==> src/rtl/sync_fifo_param_pkg.sv <==
// -----------------------------------------------------------------------------
// fifo_pkg
// Shared definitions for sync_fifo_param:
//   - ptr_w(depth)  : pointer/count width, $clog2(depth)+1 (MSB is the wrap bit)
//   - fifo_err_e    : error classification for scoreboards
//   - DEF_*         : default parameter values
// -----------------------------------------------------------------------------
package fifo_pkg;

    localparam int unsigned DEF_DATA_W   = 8;
    localparam int unsigned DEF_DEPTH    = 16;
    localparam int unsigned DEF_AE_LEVEL = 2;

    typedef enum logic [1:0] {
        ERR_NONE,
        ERR_OVF,
        ERR_UNF
    } fifo_err_e;

    function automatic int unsigned ptr_w(input int unsigned depth);
        return $clog2(depth) + 1;
    endfunction

endpackage

==> src/rtl/sync_fifo_param_if.sv <==
// -----------------------------------------------------------------------------
// sync_fifo_param_if
// Bus bundle between the FIFO and its producer/consumer.
//   master : drives wr_en, wdata, rd_en (and err_clr), observes data/status
//   slave  : the FIFO side; drives rdata, rd_valid and all status flags
// Optional macro FIFO_STICKY_ERR_EN adds the err_clr signal.
// -----------------------------------------------------------------------------
interface sync_fifo_param_if
    import fifo_pkg::*;
#(
    parameter int unsigned DATA_W = DEF_DATA_W,
    parameter int unsigned DEPTH  = DEF_DEPTH
);
    localparam int unsigned CntW = ptr_w(DEPTH);

    logic              wr_en;
    logic [DATA_W-1:0] wdata;
    logic              rd_en;
    logic [DATA_W-1:0] rdata;
    logic              rd_valid;
    logic              full;
    logic              empty;
    logic              almost_full;
    logic              almost_empty;
    logic [CntW-1:0]   count;
    logic              overflow;
    logic              underflow;
`ifdef FIFO_STICKY_ERR_EN
    logic              err_clr;

    modport master (
        output wr_en, wdata, rd_en, err_clr,
        input  rdata, rd_valid, full, empty, almost_full, almost_empty,
               count, overflow, underflow
    );

    modport slave (
        input  wr_en, wdata, rd_en, err_clr,
        output rdata, rd_valid, full, empty, almost_full, almost_empty,
               count, overflow, underflow
    );
`else
    modport master (
        output wr_en, wdata, rd_en,
        input  rdata, rd_valid, full, empty, almost_full, almost_empty,
               count, overflow, underflow
    );

    modport slave (
        input  wr_en, wdata, rd_en,
        output rdata, rd_valid, full, empty, almost_full, almost_empty,
               count, overflow, underflow
    );
`endif

endinterface

==> src/rtl/sync_fifo_param_mem.sv <==
// -----------------------------------------------------------------------------
// fifo_mem
// Simple dual-port RAM, DEPTH x DATA_W.
// Ports:
//   i_clk, i_rst_n : clock, async active-low reset (read register only)
//   i_we, i_waddr, i_wdata : synchronous write port
//   i_re, i_raddr, o_rdata : synchronous read port; o_rdata holds when !i_re
// Array contents are never reset. A read and write to the same address in one
// cycle returns the old contents.
// -----------------------------------------------------------------------------
module fifo_mem #(
    parameter int unsigned DATA_W = 8,
    parameter int unsigned DEPTH  = 16,
    localparam int unsigned AddrW = $clog2(DEPTH)
) (
    input  logic              i_clk,
    input  logic              i_rst_n,
    input  logic              i_we,
    input  logic [AddrW-1:0]  i_waddr,
    input  logic [DATA_W-1:0] i_wdata,
    input  logic              i_re,
    input  logic [AddrW-1:0]  i_raddr,
    output logic [DATA_W-1:0] o_rdata
);

    logic [DATA_W-1:0] r_mem [DEPTH];
    logic [DATA_W-1:0] r_rdata;

    always_ff @(posedge i_clk) begin
        if (i_we) begin
            r_mem[i_waddr] <= i_wdata;
        end
    end

    always_ff @(posedge i_clk or negedge i_rst_n) begin
        if (!i_rst_n) begin
            r_rdata <= '0;
        end else if (i_re) begin
            r_rdata <= r_mem[i_raddr];
        end
    end

    assign o_rdata = r_rdata;

endmodule

==> src/rtl/sync_fifo_param.sv <==
// -----------------------------------------------------------------------------
// sync_fifo_param
// Single-clock parametrised FIFO with occupancy count, almost-full/empty
// thresholds, read-valid strobe and overflow/underflow reporting.
// Ports:
//   clk      : clock, rising edge
//   res_n    : async active-low reset (synchronous release expected)
//   fifo_bus : sync_fifo_param_if.slave (wr_en, wdata, rd_en, rdata, rd_valid,
//              full, empty, almost_full, almost_empty, count, overflow,
//              underflow, and err_clr when FIFO_STICKY_ERR_EN is defined)
// Macro FIFO_STICKY_ERR_EN: overflow/underflow become sticky until err_clr.
// Read latency is one cycle; all flags are registered from next-state values.
// -----------------------------------------------------------------------------
module sync_fifo_param
    import fifo_pkg::*;
#(
    parameter int unsigned DATA_W   = DEF_DATA_W,
    parameter int unsigned DEPTH    = DEF_DEPTH,
    parameter int unsigned AF_LEVEL = DEPTH - 2,
    parameter int unsigned AE_LEVEL = DEF_AE_LEVEL
) (
    input  logic                    clk,
    input  logic                    res_n,
    sync_fifo_param_if.slave        fifo_bus
);

    localparam int unsigned PtrW  = ptr_w(DEPTH);
    localparam int unsigned AddrW = PtrW - 1;
    localparam logic [PtrW-1:0] AfLvl  = PtrW'(AF_LEVEL);
    localparam logic [PtrW-1:0] AeLvl  = PtrW'(AE_LEVEL);
    localparam logic [PtrW-1:0] DepthC = PtrW'(DEPTH);

    // Elaboration-time parameter checks
    if ((DEPTH < 2) || ((DEPTH & (DEPTH - 1)) != 0)) begin : g_bad_depth
        $fatal(1, "sync_fifo_param: DEPTH must be a power of two >= 2");
    end
    if (!((AE_LEVEL < AF_LEVEL) && (AF_LEVEL <= DEPTH))) begin : g_bad_levels
        $fatal(1, "sync_fifo_param: need AE_LEVEL < AF_LEVEL <= DEPTH");
    end

    logic [PtrW-1:0]   r_wr_ptr, r_rd_ptr, r_count;
    logic [PtrW-1:0]   w_wr_ptr_d, w_rd_ptr_d, w_count_d;
    logic              r_full, r_empty, r_af, r_ae, r_ovf, r_unf, r_rd_valid;
    logic              w_full_d, w_empty_d, w_af_d, w_ae_d, w_ovf_d, w_unf_d;
    logic              w_wr_ok, w_rd_ok, w_ovf_set, w_unf_set;
    logic [DATA_W-1:0] w_rdata;

    // A write at full is allowed when a read frees a slot in the same cycle.
    assign w_wr_ok   = fifo_bus.wr_en && (!r_full || fifo_bus.rd_en);
    assign w_rd_ok   = fifo_bus.rd_en && !r_empty;
    assign w_ovf_set = fifo_bus.wr_en && !w_wr_ok;
    assign w_unf_set = fifo_bus.rd_en && !w_rd_ok;

    always_comb begin
        w_wr_ptr_d = r_wr_ptr;
        w_rd_ptr_d = r_rd_ptr;
        w_count_d  = r_count;

        if (w_wr_ok) begin
            w_wr_ptr_d = r_wr_ptr + {{(PtrW-1){1'b0}}, 1'b1};
        end
        if (w_rd_ok) begin
            w_rd_ptr_d = r_rd_ptr + {{(PtrW-1){1'b0}}, 1'b1};
        end

        unique case ({w_wr_ok, w_rd_ok})
            2'b10:   w_count_d = r_count + {{(PtrW-1){1'b0}}, 1'b1};
            2'b01:   w_count_d = r_count - {{(PtrW-1){1'b0}}, 1'b1};
            default: w_count_d = r_count;
        endcase

        // Same address, opposite wrap bit: writer is a full lap ahead.
        w_full_d  = (w_wr_ptr_d[AddrW-1:0] == w_rd_ptr_d[AddrW-1:0]) &&
                    (w_wr_ptr_d[AddrW] != w_rd_ptr_d[AddrW]);
        w_empty_d = (w_wr_ptr_d == w_rd_ptr_d);
        w_af_d    = (w_count_d >= AfLvl);
        w_ae_d    = (w_count_d <= AeLvl);

`ifdef FIFO_STICKY_ERR_EN
        // Set dominates a simultaneous clear.
        w_ovf_d = w_ovf_set || (r_ovf && !fifo_bus.err_clr);
        w_unf_d = w_unf_set || (r_unf && !fifo_bus.err_clr);
`else
        w_ovf_d = w_ovf_set;
        w_unf_d = w_unf_set;
`endif
    end

    always_ff @(posedge clk or negedge res_n) begin
        if (!res_n) begin
            r_wr_ptr   <= '0;
            r_rd_ptr   <= '0;
            r_count    <= '0;
            r_full     <= 1'b0;
            r_empty    <= 1'b1;
            r_af       <= 1'b0;
            r_ae       <= 1'b1;
            r_ovf      <= 1'b0;
            r_unf      <= 1'b0;
            r_rd_valid <= 1'b0;
        end else begin
            r_wr_ptr   <= w_wr_ptr_d;
            r_rd_ptr   <= w_rd_ptr_d;
            r_count    <= w_count_d;
            r_full     <= w_full_d;
            r_empty    <= w_empty_d;
            r_af       <= w_af_d;
            r_ae       <= w_ae_d;
            r_ovf      <= w_ovf_d;
            r_unf      <= w_unf_d;
            r_rd_valid <= w_rd_ok;
        end
    end

    fifo_mem #(
        .DATA_W (DATA_W),
        .DEPTH  (DEPTH)
    ) u_mem (
        .i_clk   (clk),
        .i_rst_n (res_n),
        .i_we    (w_wr_ok),
        .i_waddr (r_wr_ptr[AddrW-1:0]),
        .i_wdata (fifo_bus.wdata),
        .i_re    (w_rd_ok),
        .i_raddr (r_rd_ptr[AddrW-1:0]),
        .o_rdata (w_rdata)
    );

    assign fifo_bus.rdata        = w_rdata;
    assign fifo_bus.rd_valid     = r_rd_valid;
    assign fifo_bus.full         = r_full;
    assign fifo_bus.empty        = r_empty;
    assign fifo_bus.almost_full  = r_af;
    assign fifo_bus.almost_empty = r_ae;
    assign fifo_bus.count        = r_count;
    assign fifo_bus.overflow     = r_ovf;
    assign fifo_bus.underflow    = r_unf;

    // DepthC kept for readability of the full/count relationship.
    if (DepthC == '0) begin : g_never
        $fatal(1, "sync_fifo_param: DEPTH does not fit count width");
    end

endmodule
==> src/flat_wrapper.sv <==
// flat-port wrapper written by rule: the top's interface ports become plain ports
module sync_fifo_param_flat import fifo_pkg::*;
#(
    parameter int unsigned DATA_W   = DEF_DATA_W,
    parameter int unsigned DEPTH    = DEF_DEPTH,
    parameter int unsigned AF_LEVEL = DEPTH - 2,
    parameter int unsigned AE_LEVEL = DEF_AE_LEVEL
)
  (clk, res_n, fifo_bus_wr_en, fifo_bus_wdata, fifo_bus_rd_en, fifo_bus_rdata, fifo_bus_rd_valid, fifo_bus_full, fifo_bus_empty, fifo_bus_almost_full, fifo_bus_almost_empty, fifo_bus_count, fifo_bus_overflow, fifo_bus_underflow);
  sync_fifo_param_if #(.DATA_W(DATA_W), .DEPTH(DEPTH)) fifo_bus_i ();
  input  logic clk;
  input  logic res_n;
  input wire logic [$bits(fifo_bus_i.wr_en)-1:0] fifo_bus_wr_en;
  input wire logic [$bits(fifo_bus_i.wdata)-1:0] fifo_bus_wdata;
  input wire logic [$bits(fifo_bus_i.rd_en)-1:0] fifo_bus_rd_en;
  output wire logic [$bits(fifo_bus_i.rdata)-1:0] fifo_bus_rdata;
  output wire logic [$bits(fifo_bus_i.rd_valid)-1:0] fifo_bus_rd_valid;
  output wire logic [$bits(fifo_bus_i.full)-1:0] fifo_bus_full;
  output wire logic [$bits(fifo_bus_i.empty)-1:0] fifo_bus_empty;
  output wire logic [$bits(fifo_bus_i.almost_full)-1:0] fifo_bus_almost_full;
  output wire logic [$bits(fifo_bus_i.almost_empty)-1:0] fifo_bus_almost_empty;
  output wire logic [$bits(fifo_bus_i.count)-1:0] fifo_bus_count;
  output wire logic [$bits(fifo_bus_i.overflow)-1:0] fifo_bus_overflow;
  output wire logic [$bits(fifo_bus_i.underflow)-1:0] fifo_bus_underflow;
  assign fifo_bus_i.wr_en = fifo_bus_wr_en;
  assign fifo_bus_i.wdata = fifo_bus_wdata;
  assign fifo_bus_i.rd_en = fifo_bus_rd_en;
  assign fifo_bus_rdata = fifo_bus_i.rdata;
  assign fifo_bus_rd_valid = fifo_bus_i.rd_valid;
  assign fifo_bus_full = fifo_bus_i.full;
  assign fifo_bus_empty = fifo_bus_i.empty;
  assign fifo_bus_almost_full = fifo_bus_i.almost_full;
  assign fifo_bus_almost_empty = fifo_bus_i.almost_empty;
  assign fifo_bus_count = fifo_bus_i.count;
  assign fifo_bus_overflow = fifo_bus_i.overflow;
  assign fifo_bus_underflow = fifo_bus_i.underflow;
  sync_fifo_param #(.DATA_W(DATA_W), .DEPTH(DEPTH), .AF_LEVEL(AF_LEVEL), .AE_LEVEL(AE_LEVEL)) u_core (.clk(clk), .res_n(res_n), .fifo_bus(fifo_bus_i));
endmodule
==> config.mk <==
export PLATFORM = sky130hd
export DESIGN_NAME = sync_fifo_param_flat
export DESIGN_NICKNAME = d
export VERILOG_FILES = /design/src/rtl/sync_fifo_param_pkg.sv /design/src/rtl/sync_fifo_param_if.sv /design/src/rtl/sync_fifo_param_mem.sv /design/src/rtl/sync_fifo_param.sv /design/src/flat_wrapper.sv
export SDC_FILE = /design/constraint.sdc
export NUM_CORES = 1
export LEC_CHECK = 0
export ABC_AREA = 1
export BUFFER_PORTS_ARGS = -buffer_cell sky130_fd_sc_hd__clkbuf_2
export CORE_ASPECT_RATIO = 1.75
export CORE_MARGIN = 5
export CORE_UTILIZATION = 55
export CTS_CLUSTER_SIZE = 20
export DETAILED_ROUTE_END_ITERATION = 8
export PLACE_DENSITY_LB_ADDON = 0.15
export SLEW_MARGIN = 20
export SYNTH_ARGS = -nofsm -noshare
export SYNTH_HDL_FRONTEND = slang
export SYNTH_HIERARCHICAL = 1
export SYNTH_SLANG_ARGS = --single-unit
==> constraint.sdc <==
create_clock -name clk -period 3.95 [get_ports clk]
set_input_delay 0.5925 -clock clk [delete_from_list [all_inputs] [get_ports clk]]
set_output_delay 0.5925 -clock clk [all_outputs]
set_load 0.02 [all_outputs]
==> results of run 1 <==
[registers in the layout, indices dropped and copies added, names as in the netlist]
| name | flops |
|---|---|
| u_core/fifo_bus.empty | 1 |
| u_core/fifo_bus.full | 1 |
| u_core/u_mem/r_mem | 128 |
| u_core/r_rd_ptr | 5 |
| u_core/fifo_bus.almost_full | 1 |
| u_core/fifo_bus.count | 5 |
| u_core/fifo_bus.overflow | 1 |
| u_core/fifo_bus.almost_empty | 1 |
| u_core/fifo_bus.underflow | 1 |
| u_core/u_mem/o_rdata | 8 |
| u_core/fifo_bus.rd_valid | 1 |
| u_core/r_wr_ptr | 5 |
[through the flow]
stage / instances / cell area, um^2
finish: 885 / 7720
detailed placement: 853 / 7100
global route: 885 / 7720
global placement: 853 / 7100
CTS: 885 / 7720
floorplan: 676 / 6970
[power by group through the flow]
stage | sequential, mW | clock [mW] | combinational, mW
after floorplan | 2.31 | 0 | 1.53
after global placement | 2.26 | 0 | 2.01
after detailed placement | 2.27 | 0 | 2.06
after CTS | 2.23 | 1.72 | 2.07
after global routing | 2.27 | 1.79 | 2.31
final | 2.24 | 1.69 | 2.06
[metal layers]
metal	vias to the layer above	track usage, %
li1	2322	-
met1	2340	25.7
met2	189	40.9
met3	33	4.31
met4	0	10.3
met5	-	0
[cell families after synthesis]
group / Yosys count
AND/OR/NAND/NOR: 442
XOR/XNOR: 1
buffers and inverters: 63
AO/OA/AOI/OAI: 7
adder cells (fa/ha/maj): 5
flip-flops: 158
[cells in the final DEF, fill, tap and decap left out, types with 2 or more instances in the layout]
cell        count
clkbuf_2       31
clkinvlp_4      2
nor3_1          2
nand2_2         4
nand3_1       118
ha_1            5
clkbuf_16      17
clkinv_4        4
bufinv_16       3
o21ai_0         2
nand4_1         5
dfrtp_1        27
edfxtp_1      128
nand3b_1        2
buf_4           3
nand2_1       282
inv_1          35
dfstp_2         2
inv_6           3
nor2_1         27
clkinv_2        2
inv_2           2
[final cells by class]
type	count	share of cell area (%)
sequential	158	59.5
multi-input combinational	455	25.5
clock buffer	18	5.69
tap	168	2.72
clock inverter	14	2.37
timing repair buffer	34	2.30
inverter	38	1.86
[how the worst max path moves through the flow]
stage / slack, ns / to / cells after the start / start
after floorplan: 1.77 / u_core/fifo_bus.almost_empty / 15 / fifo_bus_rd_en
after global placement: 1.38 / u_core/fifo_bus.almost_empty / 15 / fifo_bus_rd_en
after detailed placement: 1.28 / u_core/fifo_bus.almost_empty / 15 / fifo_bus_rd_en
after CTS: 1.67 / u_core/fifo_bus.full / 9 / u_core/r_rd_ptr[1]
after global routing: 1.40 / u_core/fifo_bus.almost_empty / 15 / fifo_bus_rd_en
final: 1.66 / u_core/fifo_bus.full / 9 / u_core/r_rd_ptr[1]
==> impl_results.md, run 1 <==
* Drt drc at 0
* Pin count of the biggest net entering global routing at 69
* H-tree level count at 4
* CP bufs+invs at 2
* Clock buffer depth at 2
* Max_cap viols at 0
* Synth top area share at 55.1%
* Worst IR drop on VDD at 872 uV
* Switching Share at 38.9%
* Multi-input combinational cell area at 1970 um^2
* Clock sink count at 158
* Via count at 4,884
* RR Startpoint: u_core/r_rd_ptr[1]
* Overall power at 5.99 mW
* Fill cells at 1,071
* # port buffers at 31
* Cell taking the most area after synthesis: edfxtp_1
* HP Class: in2async
* CP Max Fanout at 20
* Setup CP Type: reg2reg
* Clock root buffer: clkbuf_16
* CP Capture Type: register
* Net Count, Synth at 693
* Sequential Area at 4600 um^2
* Post-CTS Setup Inserts at 0
* Most common cell in the netlist: nand2_1
* GRT Util Overall at 22.9%
* Worst Tran Pin Value at 0.920 ns
* Antenna diodes at 0
* PD cells at 776 nW/um^2
* Worst slack at placement at 1.28 ns
* Mean post-synth cell area at 10.3 um^2
* Max Clock Freq at 437 MHz
* Crit path launch type: register
* DR WL met3 at 806 um
* Reg clk slew, reported paths at 0.06 ns
* CP delay by family, top: flip-flops
* Sequential-to-total area share from yosys stat at 65.9%
* P_int at 3.66 mW
* Die width at 95.1 um
* Period utilization at 57.9%
* PostCTS Resize Cnt at 0
* Setup TNS at 0 ns
* GR Overflow Total at 0
* Synth unique cells at 26
* # IOs at 32
* Status: finished clean
* Hold_buf cts at 0
* M1 WL at 5.79 mm
* Vias in the first global route at 5,116
* Initial Utilization at 56.1%
* Cell mode on critical path: nand3_1
* Reg2Reg Depth at 9
* Top cells by count, synth: 282 x nand2_1, 128 x edfxtp_1, 118 x nand3_1, 35 x inv_1, 28 x dfrtp_1
* Top cells by area, synth: edfxtp_1 55%, nand2_1 15%, dfrtp_1 10%, nand3_1 8.5%, inv_1 1.9%
* Final Hold Viols at 0
* Die area at 15,100 um^2
* RePlAce Congestion at 0.905
* CP cell instances: buf_4 -> ha_1 -> nand3_1 -> nand2_1 -> nand3_1 -> nand2_1 -> inv_1 -> nand3_1 -> nor3_1
* Leakage at 3.24 nW
* Clk_lat worst skew at 0.42 ns
* Setup-failing EPs final at 0
* Avg Vias per Cell at 5.52
* Drt wl/cell at 18.1 um
* CP Data Required Time at 4.27 ns
* Initial antenna violation count at 0
* Post-Synth Adder-Cell Area at 0.898%
* Routed Antenna Nets at 0
* Critical Path AT at 2.61 ns
* Layout cells sized above 1 at 11.2%
* RSZ-0062 raised after global routing: false
* Row count at 54
* Sw power at 2.33 mW
* CP peak stage delay at 0.81 ns
* Relative slew slack at 38.7%
* Worst path slowest cell: dfrtp_1
* 1st-pass router iterations at 5
* Clk_skew at 0.00898 ns
* Top_reg_cell synth: edfxtp_1
* Flops & latches, synth at 158
* Chip height at 159 um
* Top Layer Used: met4
* Final worst slack at 1.66 ns
* Fin. max-slew vios at 0
* Synth Area in Simple Gates at 26.6%
* EDFF count, synth at 128
* Final wirelength at 16.0 mm
* Clock network power share at 28.2%
* CTS tree: yes
* Core Area at 12,400 um^2
* Cts bufs inserted at 17
* Dpl hpwl at 10.7 mm
* Global-route wire length before repair at 26.0 mm
* Async SR Flop Fraction at 19.0%
* Gate power share at 34.5%
* Sequential power share at 37.3%
* Layout area overhead at 10.8%
* Post-synthesis xor/xnor area fraction at 0.126%
* Count of yosys warnings during synthesis at 6
* DR iter-0 viols at 455
* FF-to-FF End: u_core/fifo_bus.full
* Compound-gate portion of the synthesized area at 0.646%
* Hold slack at 0.240 ns
* Nets at 721
* Synthesized cell area at 6970 um^2
* Mux share of post-synthesis cell area at 0%
* Largest family of logic cells by synthesized area: simple AND/OR/NAND/NOR gates
* Reg2Reg Setup Slack at 1.66 ns
* Finished Core Util at 62.1%
* Min Tclk post-route at 2.29 ns
* Routed met2 length at 8.92 mm
* Cells after synthesis at 676
No activity file was read; power rests on OpenSTA's default activity.
==> run 2, diff against run 1 <==
--- a/config.mk
+++ b/config.mk
@@ -5,7 +5,7 @@
 export SDC_FILE = /design/constraint.sdc
 export NUM_CORES = 1
 export LEC_CHECK = 0
-export ABC_AREA = 1
+export ABC_AREA = 0
 export BUFFER_PORTS_ARGS = -buffer_cell sky130_fd_sc_hd__clkbuf_2
 export CORE_ASPECT_RATIO = 1.75
 export CORE_MARGIN = 5
==> constraint.sdc (replaced) <==
create_clock -name clk -period 1.94 [get_ports clk]
set_input_delay 0.291 -clock clk [delete_from_list [all_inputs] [get_ports clk]]
set_output_delay 0.291 -clock clk [all_outputs]
set_load 0.02 [all_outputs]
==> run 2 against run 1 <==
Compared with the run above:
- the flow now finishes with violations (negative setup slack)
- worst hold slack worse by 0.0017 ns
- sequential power is 110% higher
- setup slack worse by 1.9 ns
- critical path depth is 1 higher
- clock skew is 0.0018 ns higher
- largest power group unchanged
==> impl_results.md, run 2 <==
* Status: finished, violations left (was finished clean)
* Failing checks: negative setup slack
* Initial Utilization at 56.0% (was 56.1%)
* Clock buffer depth at 2 (unchanged)
* Min Tclk post-route at 2.13 ns (was 2.29 ns)
* Most common cell in the netlist: edfxtp_1 (was nand2_1)
* Setup TNS at -0.671 ns (was 0 ns)
* Cell mode on critical path: xor2_1 (was nand3_1)
* Count of yosys warnings during synthesis at 6 (unchanged)
* Compound-gate portion of the synthesized area at 4.32% (was 0.646%)
* Nets at 440 (was 721)
* Reg clk slew, reported paths at 0.06 ns (about the same)
* P_int at 8.13 mW (was 3.66 mW)
* Setup CP Type: reg2reg (unchanged)
* Initial antenna violation count at 0 (unchanged)
* CP cell instances: nand2b_4 -> inv_4 -> ha_4 -> xor2_1 -> ha_2 -> a21oi_2 -> xor2_1 -> nor2_2 -> xor2_2 -> a2111oi_2 (was buf_4 -> ha_1 -> nand3_1 -> nand2_1 -> nand3_1 -> nand2_1 -> inv_1 -> nand3_1 -> nor3_1)
* Gate power share at 35.1% (was 34.5%)
* CP delay by family, top: flip-flops (unchanged)
* Max reg flops at 128 (unchanged)
* Fin. max-slew vios at 0 (unchanged)
* Die width at 91.9 um (was 95.1 um)
* # port buffers at 31 (unchanged)
* GR Overflow Total at 0 (unchanged)
* RSZ-0062 raised after global routing: true (was false)
* Period utilization at 110% (was 57.9%)
* 1st-pass router iterations at 4 (was 5)
* Placed inst area at 7080 um^2 (was 7100 um^2)
* Dpl hpwl at 8.42 mm (was 10.7 mm)
* Core Area at 11,500 um^2 (was 12,400 um^2)
* Placed cells at 535 (was 853)
* Final wirelength at 12.1 mm (was 16.0 mm)
* Async SR Flop Fraction at 19.0% (unchanged)
* Vias in the first global route at 3,495 (was 5,116)
* Clock network power share at 26.4% (was 28.2%)
* Clk_skew at 0.0107 ns (was 0.00898 ns)
* Pin count of the biggest net entering global routing at 21 (was 69)
* Biggest register: u_core/u_mem/r_mem (unchanged)
* Largest family of logic cells by synthesized area: multiplexers (was simple AND/OR/NAND/NOR gates)
* H-tree level count at 4 (unchanged)
* GRT Util Overall at 18.3% (was 22.9%)
* Row count at 52 (was 54)
* Die area at 14,100 um^2 (was 15,100 um^2)
* PD cells at 1550 nW/um^2 (was 776 nW/um^2)
* Switching Share at 32.6% (was 38.9%)
* Drt drc at 0 (unchanged)
* Setup-failing EPs final at 5 (was 0)
* Cell taking the most area after synthesis: edfxtp_1 (unchanged)
* Crit path launch type: register (unchanged)
* Via count at 3,327 (was 4,884)
* Most frequent cells in the layout: 128 x edfxtp_1, 44 x buf_4, 31 x clkbuf_2 (was 282 x nand2_1, 128 x edfxtp_1, 118 x nand3_1)
* Relative slew slack at 63.3% (was 38.7%)
* HP Class: in2reg (was in2async)
* Worst Tran Pin Value at 0.550 ns (was 0.920 ns)
* Antenna diodes at 0 (unchanged)
* CTS tree: yes (unchanged)
* Mean post-synth cell area at 19.0 um^2 (was 10.3 um^2)
* Synth top area share at 59.6% (was 55.1%)
* Leading cell type in the layout, fill and taps excluded: edfxtp_1 (was nand2_1)
* Clock sink count at 158 (unchanged)
* Layout cells sized above 1 at 40.8% (was 11.2%)
* Chip height at 153 um (was 159 um)
* Cell Count, Final, Fillers Out at 571 (was 885)
* Drt wl/cell at 21.1 um (was 18.1 um)
* EDFF count, synth at 128 (unchanged)
* Leakage at 2.83 nW (was 3.24 nW)
* Flops & latches, synth at 158 (unchanged)
* Synth Area in Simple Gates at 4.96% (was 26.6%)
* Worst path slowest cell: dfstp_2 (was dfrtp_1)
* CP Max Fanout at 3 (was 20)
* CP bufs+invs at 1 (was 2)
* # IOs at 32 (unchanged)
* Overall power at 12.1 mW (was 5.99 mW)
* Top_reg_cell synth: edfxtp_1 (unchanged)
* Synthesized cell area at 6450 um^2 (was 6970 um^2)
* DR iter-0 viols at 145 (was 455)
* Net Count, Synth at 356 (was 693)
* CP peak stage delay at 0.53 ns (was 0.81 ns)
* Max Clock Freq at 470 MHz (was 437 MHz)
* Sw power at 3.93 mW (was 2.33 mW)
* Clk_lat worst skew at 0.41 ns (was 0.42 ns)
* Clock root buffer: clkbuf_16 (unchanged)
* Finished Core Util at 67.5% (was 62.1%)
* Layout area overhead at 20.5% (was 10.8%)
* Post-Synth Adder-Cell Area at 0.969% (was 0.898%)
* Critical Path AT at 2.44 ns (was 2.61 ns)
* Post-synthesis xor/xnor area fraction at 2.93% (was 0.126%)
* Global-route wire length before repair at 19.2 mm (was 26.0 mm)
* Top cells by area, synth: edfxtp_1 60%, dfrtp_1 11%, mux4_2 9.1%, mux4_1 2.4%, a221oi_2 1.9% (was edfxtp_1 55%, nand2_1 15%, dfrtp_1 10%, nand3_1 8.5%, inv_1 1.9%)
* Top cells by count, synth: 128 x edfxtp_1, 28 x dfrtp_1, 26 x mux4_2, 26 x nor2_1, 10 x xor2_1 (was 282 x nand2_1, 128 x edfxtp_1, 118 x nand3_1, 35 x inv_1, 28 x dfrtp_1)
* Max_cap viols at 0 (unchanged)
* RePlAce Congestion at 0.788 (was 0.905)
* Final Hold Viols at 0 (unchanged)
* Routed Antenna Nets at 0 (unchanged)
* Finished Cell Area at 7780 um^2 (was 7720 um^2)
* Cts bufs inserted at 17 (unchanged)
* Mux share of post-synthesis cell area at 13.2% (was 0%)
* Cells after synthesis at 339 (was 676)
* Avg Vias per Cell at 5.83 (was 5.52)
* Sequential-to-total area share from yosys stat at 71.2% (was 65.9%)
* Synth unique cells at 49 (was 26)
* CP Data Required Time at 2.25 ns (was 4.27 ns)
* Final worst slack at -0.189 ns (was 1.66 ns)
* Worst IR drop on VDD at 748 uV (was 872 uV)
* Sequential power share at 38.5% (was 37.3%)
* CP Capture Type: register (unchanged)
[run 2: metal layers]
metal	routed length [um]	vias up	global-route usage, %
li1	-	1528	-
met1	4860	1720	22.4
met2	6660	63	32.3
met3	286	16	3.34
met4	251	0	6.73
met5	0	-	0
[run 2: metrics by stage]
stage	hold WS, ns	worst slack, ns
after floorplan	-0.00459	-0.441
after global placement	0.162	-0.178
after detailed placement	0.164	-0.313
after CTS	0.223	-0.201
after global routing	0.247	-0.339
final	0.238	-0.189
[run 2: worst min-delay path: stages]
cell and delay, ns:
clkbuf_2 0.10, buf_4 0.12, and2_1 0.10
[run 2: cell type report]
class	count	area [um^2]
Clock buffer	17	425
Clock inverter	15	150
Fill cell	748	3740
Inverter	4	17.5
Multi-Input combinational cell	160	1830
Sequential cell	158	4600
Tap cell	135	169
Timing Repair Buffer	82	589
[run 2: cells by family after synthesis]
| group | count (synthesis) |
|---|---|
| DFF | 158 |
| muxes | 42 |
| and+or+nand+nor | 62 |
| adders and majority gates | 5 |
| buffers and inverters | 21 |
| xor gates and xnor gates | 20 |
| AOI/OAI and AO/OA | 31 |
[run 2: repair_timing]
| action | in CTS | in global routing |
|---|---|---|
| hold buffers | 1 | 0 |
| pin swaps | 8 | 7 |
| endpoints found under the hold margin | 8 | 0 |
| setup buffers | 1 | 2 |
| endpoints found under the setup margin | 5 | 26 |
| gates resized for setup | 9 | 10 |
[run 2: path summary, 6_finish.rpt]
path                                             from                            to  slack [ns]  depth (start not counted)
worst min register to register     u_core/r_rd_ptr[4]            u_core/r_rd_ptr[4]        0.48                          1
max in group asynchronous                       res_n  u_core/fifo_bus.almost_empty        1.16                          3
worst min-delay path                   fifo_bus_rd_en     u_core/fifo_bus.underflow        0.24                          3
worst max register to register  u_core/fifo_bus.empty  u_core/fifo_bus.almost_empty       -0.19                         10
worst max-delay path            u_core/fifo_bus.empty  u_core/fifo_bus.almost_empty       -0.19                         10
min in group asynchronous                       res_n            u_core/r_wr_ptr[0]        0.28                          2
[run 2: power by group through the flow]
stage                     Sequential, mW  Clock [mW]  Combinational [mW]
after global routing                4.71        3.39                4.54
after global placement              4.68           0                4.00
after detailed placement            4.70           0                4.05
after floorplan                     4.86           0                2.73
after CTS                           4.65        3.24                4.19
final                               4.64        3.18                4.23
